`src/rtl/rv32i_pkg.sv`:
```
// rtl/rv32i_pkg.sv - RV32I memory-access constants, funct3 encodings and load/store FSM states
package rv32i_pkg;

    localparam logic [6:0] OPC_LOAD  = 7'b0000011;
    localparam logic [6:0] OPC_STORE = 7'b0100011;

    typedef enum logic [2:0] {
        F3_B  = 3'b000,
        F3_H  = 3'b001,
        F3_W  = 3'b010,
        F3_BU = 3'b100,
        F3_HU = 3'b101
    } funct3_t;

    typedef enum logic [1:0] {
        IDLE,
        REQ,
        WAIT,
        DONE
    } mem_state_t;

endpackage

```
`src/rtl/load_extend.sv`:
```
// rtl/load_extend.sv - load lane select with sign/zero extension
//
// Ports:
//   funct3   in  3   load size/sign (LB, LH, LW, LBU, LHU)
//   addr_lo  in  2   low byte-address bits of the load
//   word     in  32  raw aligned bus word
//   result   out 32  extended load value
module load_extend
    import rv32i_pkg::*;
(
    input  logic [2:0]  funct3,
    input  logic [1:0]  addr_lo,
    input  logic [31:0] word,
    output logic [31:0] result
);

    logic [7:0]  byte_lane;
    logic [15:0] half_lane;

    always_comb begin
        byte_lane = word[{addr_lo, 3'b000} +: 8];
        // Halfwords only look at addr[1]; addr[0] is either trapped upstream or ignored.
        half_lane = addr_lo[1] ? word[31:16] : word[15:0];
        case (funct3)
            F3_B:    result = {{24{byte_lane[7]}}, byte_lane};
            F3_BU:   result = {24'b0, byte_lane};
            F3_H:    result = {{16{half_lane[15]}}, half_lane};
            F3_HU:   result = {16'b0, half_lane};
            default: result = word;
        endcase
    end

endmodule

```
`src/rtl/mem_access_unit.sv`:
```
// rtl/mem_access_unit.sv - RV32I load/store stage with single-outstanding bus handshake
//
// Optional feature macro: MISALIGN_TRAP_EN (adds the misaligned output and the
// IDLE->DONE trap path; when undefined, low address bits are simply ignored).
//
// Ports:
//   clk, rst                    clock, synchronous active-high reset
//   opcode, funct3              decoded instruction fields
//   read_address, write_address ALU load / store addresses
//   store_data                  store operand
//   bus_rdata, bus_busy         bus response
//   bus_read, bus_write         one-cycle request strobes
//   bus_addr, bus_wdata, bus_sel word-aligned request, held through WAIT
//   stall                       holds PC and register file while busy
//   load_data, load_valid       extended load result and its write enable
//   bus_error                   one-cycle timeout pulse
//   misaligned                  one-cycle misalignment trap (MISALIGN_TRAP_EN only)
module mem_access_unit
    import rv32i_pkg::*;
#(
    parameter int TIMEOUT_CYCLES = 255
) (
    input  logic        clk,
    input  logic        rst,
    input  logic [6:0]  opcode,
    input  logic [2:0]  funct3,
    input  logic [31:0] read_address,
    input  logic [31:0] write_address,
    input  logic [31:0] store_data,
    input  logic [31:0] bus_rdata,
    input  logic        bus_busy,
    output logic        bus_read,
    output logic        bus_write,
    output logic [31:0] bus_addr,
    output logic [31:0] bus_wdata,
    output logic [3:0]  bus_sel,
    output logic        stall,
    output logic [31:0] load_data,
    output logic        load_valid,
    output logic        bus_error
`ifdef MISALIGN_TRAP_EN
    ,
    output logic        misaligned
`endif
);

    localparam int CW = $clog2(TIMEOUT_CYCLES + 1);

    mem_state_t  state, state_d;
    logic [CW-1:0] cnt;

    logic        legal_load, legal_store, mem_op, trap;
    logic [31:0] addr_in, wdata_in;
    logic [3:0]  sel_in;

    logic [31:0] addr_q, wdata_q;
    logic [3:0]  sel_q;
    logic [2:0]  f3_q;
    logic [1:0]  lo_q;
    logic        load_q, err_q, mis_q;
    logic [31:0] ext_result;

    assign legal_load  = (opcode == OPC_LOAD)  && (funct3 inside {F3_B, F3_H, F3_W, F3_BU, F3_HU});
    assign legal_store = (opcode == OPC_STORE) && (funct3 inside {F3_B, F3_H, F3_W});
    assign mem_op      = legal_load || legal_store;
    assign addr_in     = legal_load ? read_address : write_address;

    // funct3[1:0] encodes size for both signed and unsigned loads: 00 byte, 01 half, 10 word.
    always_comb begin
        case (funct3[1:0])
            2'b00: begin
                sel_in   = 4'b0001 << addr_in[1:0];
                wdata_in = {4{store_data[7:0]}};
            end
            2'b01: begin
                sel_in   = addr_in[1] ? 4'b1100 : 4'b0011;
                wdata_in = {2{store_data[15:0]}};
            end
            default: begin
                sel_in   = 4'b1111;
                wdata_in = store_data;
            end
        endcase
    end

`ifdef MISALIGN_TRAP_EN
    assign trap = ((funct3[1:0] == 2'b01) && addr_in[0]) ||
                  ((funct3[1:0] == 2'b10) && (addr_in[1:0] != 2'b00));
    assign misaligned = (state == DONE) && mis_q;
`else
    assign trap = 1'b0;
`endif

    load_extend u_load_extend (
        .funct3  (f3_q),
        .addr_lo (lo_q),
        .word    (bus_rdata),
        .result  (ext_result)
    );

    assign bus_addr  = addr_q;
    assign bus_wdata = wdata_q;
    assign bus_sel   = sel_q;

    always_comb begin
        state_d    = state;
        stall      = 1'b0;
        bus_read   = 1'b0;
        bus_write  = 1'b0;
        load_valid = 1'b0;
        bus_error  = 1'b0;
        case (state)
            IDLE: begin
                // Combinational so the PC never steps past the memory instruction.
                if (mem_op) begin
                    stall   = 1'b1;
                    state_d = trap ? DONE : REQ;
                end
            end
            REQ: begin
                stall     = 1'b1;
                bus_read  = load_q;
                bus_write = !load_q;
                state_d   = WAIT;
            end
            WAIT: begin
                stall = 1'b1;
                // A response in the same cycle as the timeout still wins.
                if (!bus_busy || (cnt == CW'(TIMEOUT_CYCLES))) begin
                    state_d = DONE;
                end
            end
            DONE: begin
                load_valid = load_q && !err_q && !mis_q;
                bus_error  = err_q;
                state_d    = IDLE;
            end
            default: state_d = IDLE;
        endcase
    end

    always_ff @(posedge clk) begin
        if (rst) begin
            state     <= IDLE;
            cnt       <= '0;
            addr_q    <= '0;
            wdata_q   <= '0;
            sel_q     <= '0;
            f3_q      <= '0;
            lo_q      <= '0;
            load_q    <= 1'b0;
            err_q     <= 1'b0;
            mis_q     <= 1'b0;
            load_data <= '0;
        end else begin
            state <= state_d;
            case (state)
                IDLE: begin
                    if (mem_op) begin
                        addr_q  <= {addr_in[31:2], 2'b00};
                        wdata_q <= wdata_in;
                        sel_q   <= sel_in;
                        f3_q    <= funct3;
                        lo_q    <= addr_in[1:0];
                        load_q  <= legal_load;
                        err_q   <= 1'b0;
                        mis_q   <= trap;
                    end
                end
                REQ: cnt <= '0;
                WAIT: begin
                    if (!bus_busy) begin
                        if (load_q) begin
                            load_data <= ext_result;
                        end
                    end else if (cnt == CW'(TIMEOUT_CYCLES)) begin
                        err_q <= 1'b1;
                    end else begin
                        cnt <= cnt + 1'b1;
                    end
                end
                default: ;
            endcase
        end
    end

endmodule

```
`config.mk`:
```
export PLATFORM = sky130hd
export DESIGN_NAME = mem_access_unit
export DESIGN_NICKNAME = d
export VERILOG_FILES = /design/src/rtl/rv32i_pkg.sv /design/src/rtl/load_extend.sv /design/src/rtl/mem_access_unit.sv
export SDC_FILE = /design/constraint.sdc
export NUM_CORES = 1
export LEC_CHECK = 0
export CORE_UTILIZATION = 38
export DETAILED_ROUTE_END_ITERATION = 16
export GPL_TIMING_DRIVEN = 0
export HOLD_SLACK_MARGIN = 0.05
export PLACE_DENSITY_LB_ADDON = 0.12
export RECOVER_POWER = 50
export SYNTH_ARGS = -nofsm -noshare
export SYNTH_HDL_FRONTEND = slang
export SYNTH_SLANG_ARGS = --single-unit
```
`constraint.sdc`:
```
create_clock -name clk -period 1.69 [get_ports clk]
set_input_delay 0.2535 -clock clk [delete_from_list [all_inputs] [get_ports clk]]
set_output_delay 0.2535 -clock clk [all_outputs]
set_load 0.01 [all_outputs]
```
==> results of run 1 <==
per-layer routing:
metal	wire [um]	vias up
li1	-	2845
met1	8060	2800
met2	9420	220
met3	1650	37
met4	427	0
met5	0	-
registers in the layout (all words and copies together), names as in the netlist:
name / cells
f3_q: 3
err_q: 1
load_q: 1
lo_q: 2
state: 2
cnt: 8
load_data: 32
bus_wdata: 32
bus_sel: 4
bus_addr: 30
worst paths after layout:
| kind | slack [ns] | from | to |
|---|---|---|---|
| worst max register to register | -0.02 | state[1]$_SDFFE_PP0P_ | load_data[14]$_SDFFE_PP0P_ |
| worst min-delay path | 0.35 | rst | load_data[11]$_SDFFE_PP0P_ |
| worst min register to register | 0.46 | load_data[5]$_SDFFE_PP0P_ | load_data[5]$_SDFFE_PP0P_ |
| worst max-delay path | -0.19 | funct3[2] | stall |
worst reg2reg max path, stage by stage, from the launching register on:
cell	delay [ns]
dfxtp_4	0.38
buf_4	0.11
ha_2	0.29
nand2_1	0.09
nor2_2	0.17
clkbuf_4	0.25
nand3b_1	0.10
o21ai_0	0.11
nor3_1	0.08
power by group through the flow:
stage	Combinational, mW	Clock, mW	Sequential (mW)
2_1_floorplan	0.352	0	2.82
3_3_place_gp	0.866	0	2.81
3_5_place_dp	0.881	0	2.82
4_1_cts	0.900	3.51	2.76
5_1_grt	1.06	3.65	2.77
6_report	0.997	3.49	2.77
placed cells by master (no fill, tap or decap), drive strengths merged, types with 2 or more instances in the layout:
| cell type | synthesis | final |
|---|---|---|
| dfxtp | 115 | 115 |
| nor2 | 88 | 88 |
| nand3 | 6 | 6 |
| dlymetal6s2s | 0 | 3 |
| mux2i | 57 | 57 |
| a31oi | 7 | 7 |
| xnor2 | 6 | 6 |
| inv | 4 | 4 |
| clkinv | 0 | 3 |
| bufinv | 0 | 2 |
| a211oi | 68 | 68 |
| nand2 | 94 | 94 |
| and2 | 2 | 2 |
| a21oi | 46 | 46 |
| o221ai | 10 | 10 |
| nor3 | 17 | 17 |
| nand3b | 10 | 10 |
| nor2b | 3 | 3 |
| clkbuf | 30 | 58 |
| or2 | 2 | 2 |
| nand4 | 4 | 4 |
| ha | 5 | 5 |
| o21a | 2 | 2 |
| conb | 1 | 2 |
| nand2b | 4 | 4 |
| mux2 | 10 | 10 |
| clkdlybuf4s50 | 0 | 230 |
| buf | 27 | 45 |
| o21ai | 21 | 21 |
| clkdlybuf4s15 | 0 | 2 |
timing repair:
item | 4_1_cts | 5_1_grt
pin swaps | 6 | 10
setup buffers | 10 | 9
setup endpoints to repair | 117 | 106
cloned | 1 | 0
resized for setup | 38 | 71
logic make-up (layout without fill, tap and decap cells):
group | count (synthesis) | in the layout | synth area share
simple gates | 233 | 233 | 0.183
compound gates | 158 | 158 | 0.197
flops | 115 | 115 | 0.415
mux | 68 | 68 | 0.127
buf+inv | 61 | 348 | 0.0559
xor+xnor | 6 | 6 | 0.00947
fa+ha+maj | 5 | 5 | 0.0113
other cells | 1 | 2 | 0.000676
cells in the mapped netlist (all sizes together) (2+ instances only):
library cell  number  area [um2]
a211oi            68         573
a21oi             46         230
a31oi              7        43.8
and2               2        12.5
buf               27         183
clkbuf            30         113
dfxtp            115        2300
ha                 5        62.6
inv                4        15.0
mux2              10         113
mux2i             57         571
nand2             94         353
nand2b             4        32.5
nand3              6        30.0
nand3b            10        78.8
nand4              4        25.0
nor2              88         340
nor2b              3        18.8
nor3              17        85.1
o21a               2        15.0
o21ai             21         105
o221ai            10        87.6
or2                2        12.5
xnor2              6        52.6
layout make-up:
cell class	count	area [um2]
buffer	52	318
clock buffer	26	489
clock inverter	5	75.1
fill	1175	4890
inverter	4	22.5
multi-input combinational	472	3140
sequential	115	2310
tap	180	225
timing repair buffer	261	2570
stage by stage:
| step | area, um2 | setup TNS [ns] | power [mW] | util |
|---|---|---|---|---|
| detailed placement | 8190 | -62.61 | 3.70 | 0.583 |
| floorplan | 5560 | 0 | 3.17 | - |
| finish | 9150 | -2.13 | 7.26 | 0.652 |
| global route | 9150 | -8.29 | 7.49 | 0.652 |
| CTS | 8910 | -4.93 | 7.18 | 0.635 |
| global placement | 8190 | -56.33 | 3.68 | 0.583 |
==> summary.md, run 1 <==
| Metric | Value |
|---|---|
| Status | `complete, but fails checks` |
| Failing checks | `setup timing` |
| # port buffers | `241` |
| Detailed Routing Iterations Pass 1 | `6` |
| NetSw | `1.71 mW` |
| Drt wl/cell | `17.5 um` |
| Final Max Slew Viols | `0` |
| Worst setup margin | `-0.187 ns` |
| TritonCTS clock tree | `built` |
| Ant. Diodes | `0` |
| Share of the clock period used by the worst path | `1.11` |
| Syn Area/Cell | `8.57 um2` |
| CP most frequent cell | `buf_6` |
| Switching Share | `0.235` |
| Total congestion overflow | `0` |
| CTS Buf Count | `17` |
| Mapped Cells | `647` |
| Met2 usage | `0.432` |
| Worst hold path class | `in2reg` |
| Core ar. | `0.0140 mm2` |
| Global-route wire length before repair | `29,400 um` |
| RD Place Congestion | `0.889` |
| Register area share after synthesis | `0.415` |
| Clk root buf | `clkbuf_16` |
| Die Span X | `123 um` |
| Synthesized cell area | `0.00555 mm2` |
| Largest net degree at the start of global routing | `17` |
| RSZ-0062 raised after global routing | `yes` |
| Worst Path Arrival | `1.62 ns` |
| Crit Path Max Fanout | `3` |
| Synth Flop Type | `dfxtp_1` |
| Placed cells | `1,069` |
| Worst-Skew Late Latency | `0.42 ns` |
| Clock Sinks | `115` |
| Area growth, synth to finish | `65.0%` |
| Half-perimeter wire length after placement | `14,500 um` |
| Crit path kind | `in2out` |
| Die Y | `123 um` |
| Initial core utilization | `0.395` |
| Num ports | `246` |
| Via density | `5.29` |
| Power per cell area | `793 mW/mm2` |
| Worst path required time | `1.44 ns` |
| Fin crit period | `1.88 ns` |
| Hold Path Stages | `2` |
| Async SR Flop Fraction | `0` |
| Post-route ant nets | `0` |
| Final setup fails | `28` |
| EDFF count, synth | `0` |
| WP depth | `9` |
| WHS | `0.353 ns` |
| Met3 Usage GRT | `0.0980` |
| Reg power frac | `0.382` |
| Critical Path Max Stage Delay | `0.45 ns` |
| Initial DRC count | `393` |
| Critical path endpoint category | `output pin` |
| Final Hold Vio Count | `0` |
| Tightest Pin Transition | `0.745 ns` |
| FMAX | `0.533 GHz` |
| FP Rows | `43` |
| Hold buffers post-CTS | `0` |
| Pleak | `3.50 nW` |
| Vias in the first global route | `5,716` |
| GRT Total Usage | `0.260` |
| Worst-path cell chain | `clkdlybuf4s50_1 > o21ai_1 > nand4_1 > nor2_4 > buf_6 > buf_6 > nor2_2 > nor2_2 > buf_6` |
| Worst VDD drop | `0.660 mV` |
| Post-route DRC | `0` |
| Clk pin slew, worst setup/hold paths | `0.05 ns` |
| Worst path slowest cell | `clkdlybuf4s50_1` |
| DP Worst Slack | `-1.31 ns` |
| Post-synthesis register bit count | `115` |
| Die area | `0.0151 mm2` |
| Skew final | `0.00659 ns` |
| Worst path top cell family by delay | `buffers and inverters` |
| Final non-filler cell total | `1,115` |
| Total Routed Length | `19,600 um` |
| Rel. slew slack | `0.504` |
| Yosys warning count | `0` |
| Comb pwr share | `0.137` |
| Max-cap violation count | `0` |
| Via Count | `5,902` |
| Max Buffers Root-to-Sink | `2` |
| Critical path launch point type | `primary input` |
| CP bufs+invs | `4` |
| Met1 usage | `0.304` |
| Synth cell types | `42` |
| Int Power | `5.55 mW` |
| Initial antenna violation count | `0` |
| Worst reg-to-reg path cell count | `8` |
| Htree depth | `4` |
| Gr busiest metal | `met2` |
| Clk pwr share | `0.481` |
| Share of layout cells above drive strength 1 | `0.163` |
| Final layout net count | `1,069` |
Note: power is estimated with default switching activity, not from simulation.
==> run 2: changes to the inputs <==
--- a/config.mk
+++ b/config.mk
@@ -7,9 +7,8 @@
 export LEC_CHECK = 0
 export CORE_UTILIZATION = 38
 export DETAILED_ROUTE_END_ITERATION = 16
-export GPL_TIMING_DRIVEN = 0
 export HOLD_SLACK_MARGIN = 0.05
-export PLACE_DENSITY_LB_ADDON = 0.12
+export PLACE_DENSITY = 0.76
 export RECOVER_POWER = 50
 export SYNTH_ARGS = -nofsm -noshare
 export SYNTH_HDL_FRONTEND = slang
==> run 2 against run 1 <==
Compared with the run above:
- the run still ends with setup timing left
- utilization is 0.62 points higher
- sequential cell count unchanged
- clock power fell by 4%
- wire length is 5.2% lower
- cell count down 0.99%
- clock skew is 0.0016 ns lower
- critical path depth is the same
- fmax rose by 11%
- non-clock buffer count decreased by 9
==> summary.md, run 2 (synthesis results as in run 1) <==
| Metric | Value |
|---|---|
| Clock Sinks | `115` |
| Internal reg-to-reg setup slack | `0.08 ns` |
| Final setup fails | `1` |
| Hold buffers post-CTS | `0` |
| Core ar. | `0.0140 mm2` |
| Share of the clock period used by the worst path | `1.00` |
| Critical path launch point type | `primary input` |
| Share of layout cells above drive strength 1 | `0.174` |
| Status | `complete, but fails checks` |
| RSZ-0062 raised after global routing | `yes` |
| Clk pin slew, worst setup/hold paths | `0.05 ns` |
| Failing checks | `setup timing` |
| Post-route ant nets | `0` |
| Fin crit period | `1.70 ns` |
| Pleak | `3.74 nW` |
| Crit Path Max Fanout | `2` |
| Die area | `0.0151 mm2` |
| Critical path endpoint category | `output pin` |
| Worst path required time | `1.44 ns` |
| Via Count | `5,781` |
| Util after Layout | `0.658` |
| Worst-Skew Late Latency | `0.41 ns` |
| Initial antenna violation count | `0` |
| Area growth, synth to finish | `66.6%` |
| Vias in the first global route | `5,339` |
| Ant. Diodes | `0` |
| Half-perimeter wire length after placement | `12,900 um` |
| TritonCTS clock tree | `built` |
| Largest net degree at the start of global routing | `47` |
| Final Hold Vio Count | `0` |
| Initial core utilization | `0.395` |
| Max-cap violation count | `0` |
| RD Place Congestion | `0.832` |
| Post-route DRC | `0` |
| Critical Path Source | `opcode[3]` |
| Worst path slowest cell | `nor4b_4` |
| FMAX | `0.589 GHz` |
| Final layout net count | `1,060` |
| Initial DRC count | `311` |
| Power per cell area | `767 mW/mm2` |
| Die Y | `123 um` |
| Clk root buf | `clkbuf_16` |
| Skew final | `0.00500 ns` |
| R2r startpoint | `cnt[0]$_SDFFE_PP0P_` |
| Global-route wire length before repair | `27,300 um` |
| Worst hold path class | `in2reg` |
| FP Rows | `43` |
| Detailed Routing Iterations Pass 1 | `4` |
| Critical Path Max Stage Delay | `0.26 ns` |
| Die Span X | `123 um` |
| Max Buffers Root-to-Sink | `2` |
| Worst min-delay path startpoint | `rst` |
| Worst-path cell chain | `buf_6 > nor4b_4 > buf_4 > nand4_1 > buf_4 > nor2_4 > nor2_2 > nor2_2 > buf_2` |
| Power Total | `7.08 mW` |
| Htree depth | `4` |
| Worst VDD drop | `0.584 mV` |
| Crit path kind | `in2out` |
| GRT Total Usage | `0.237` |
| Via density | `5.24` |
| Most frequent cells in the layout | `clkdlybuf4s50_1, dfxtp_1, nor2_1` |
| Num ports | `246` |
| Final Max Slew Viols | `0` |
| Total congestion overflow | `0` |
| Drt wl/cell | `16.8 um` |
| CTS Buf Count | `17` |
| # port buffers | `243` |
| Worst Path Arrival | `1.44 ns` |
| Worst setup margin | `-0.00746 ns` |
| Total Routed Length | `18,600 um` |
| Most common cell after layout, fill and taps aside | `clkdlybuf4s50_1` |
## run 2: routing by layer
layer	GRT usage	wire length (um)	vias to the layer above
li1	-	-	2832
met1	0.285	7570	2670
met2	0.384	8810	243
met3	0.0874	1680	36
met4	0.0861	494	0
met5	0	0	-
## run 2: stage by stage
stage	hold slack, ns	instance area (um2)	cells	setup TNS (ns)	setup slack (ns)
after global routing	0.268	9240	1104	-0.477	-0.0820
after CTS	0.213	9010	1096	-0.0555	-0.0555
final	0.229	9240	1104	-0.00746	-0.00746
after global placement	0.439	8370	1061	-50.21	-0.777
after floorplan	0.389	5560	648	0	0.0185
after detailed placement	0.445	8370	1061	-53.05	-0.787
## run 2: worst max-delay path, delay by kind of cell
| kind | cells | cell delay (ns) |
|---|---|---|
| AND/OR/NAND/NOR | 5 | 0.62 |
| buffers and inverters | 4 | 0.57 |
## run 2: path summary, 6_finish.rpt
check | end | cells after the start
worst max-delay path | stall | 9
worst max register to register | cnt[2]$_SDFFE_PP0P_ | 6
worst min register to register | load_data[5]$_SDFFE_PP0P_ | 2
worst min-delay path | cnt[0]$_SDFFE_PP0P_ | 2
## run 2: power by group
| part | switching [mW] | internal [mW] | total [mW] |
|---|---|---|---|
| clock | 1.20 | 2.14 | 3.34 |
| sequential | 0.0137 | 2.74 | 2.75 |
| combinational | 0.434 | 0.555 | 0.989 |
## run 2: area by class of cell
| class | instances | area, um2 |
|---|---|---|
| Sequential cell | 115 | 2300 |
| Clock inverter | 5 | 52.6 |
| Multi-Input combinational cell | 472 | 3090 |
| Timing Repair Buffer | 304 | 3060 |
| Fill cell | 1148 | 4800 |
| Clock buffer | 24 | 492 |
| Tap cell | 180 | 225 |
| Inverter | 4 | 15.0 |
## run 2: what timing repair did
action | in CTS | in global routing
endpoints found under the setup margin | 81 | 113
pin swaps | 7 | 13
cloned | 2 | 4
resized for setup | 59 | 38
setup buffers | 5 | 5
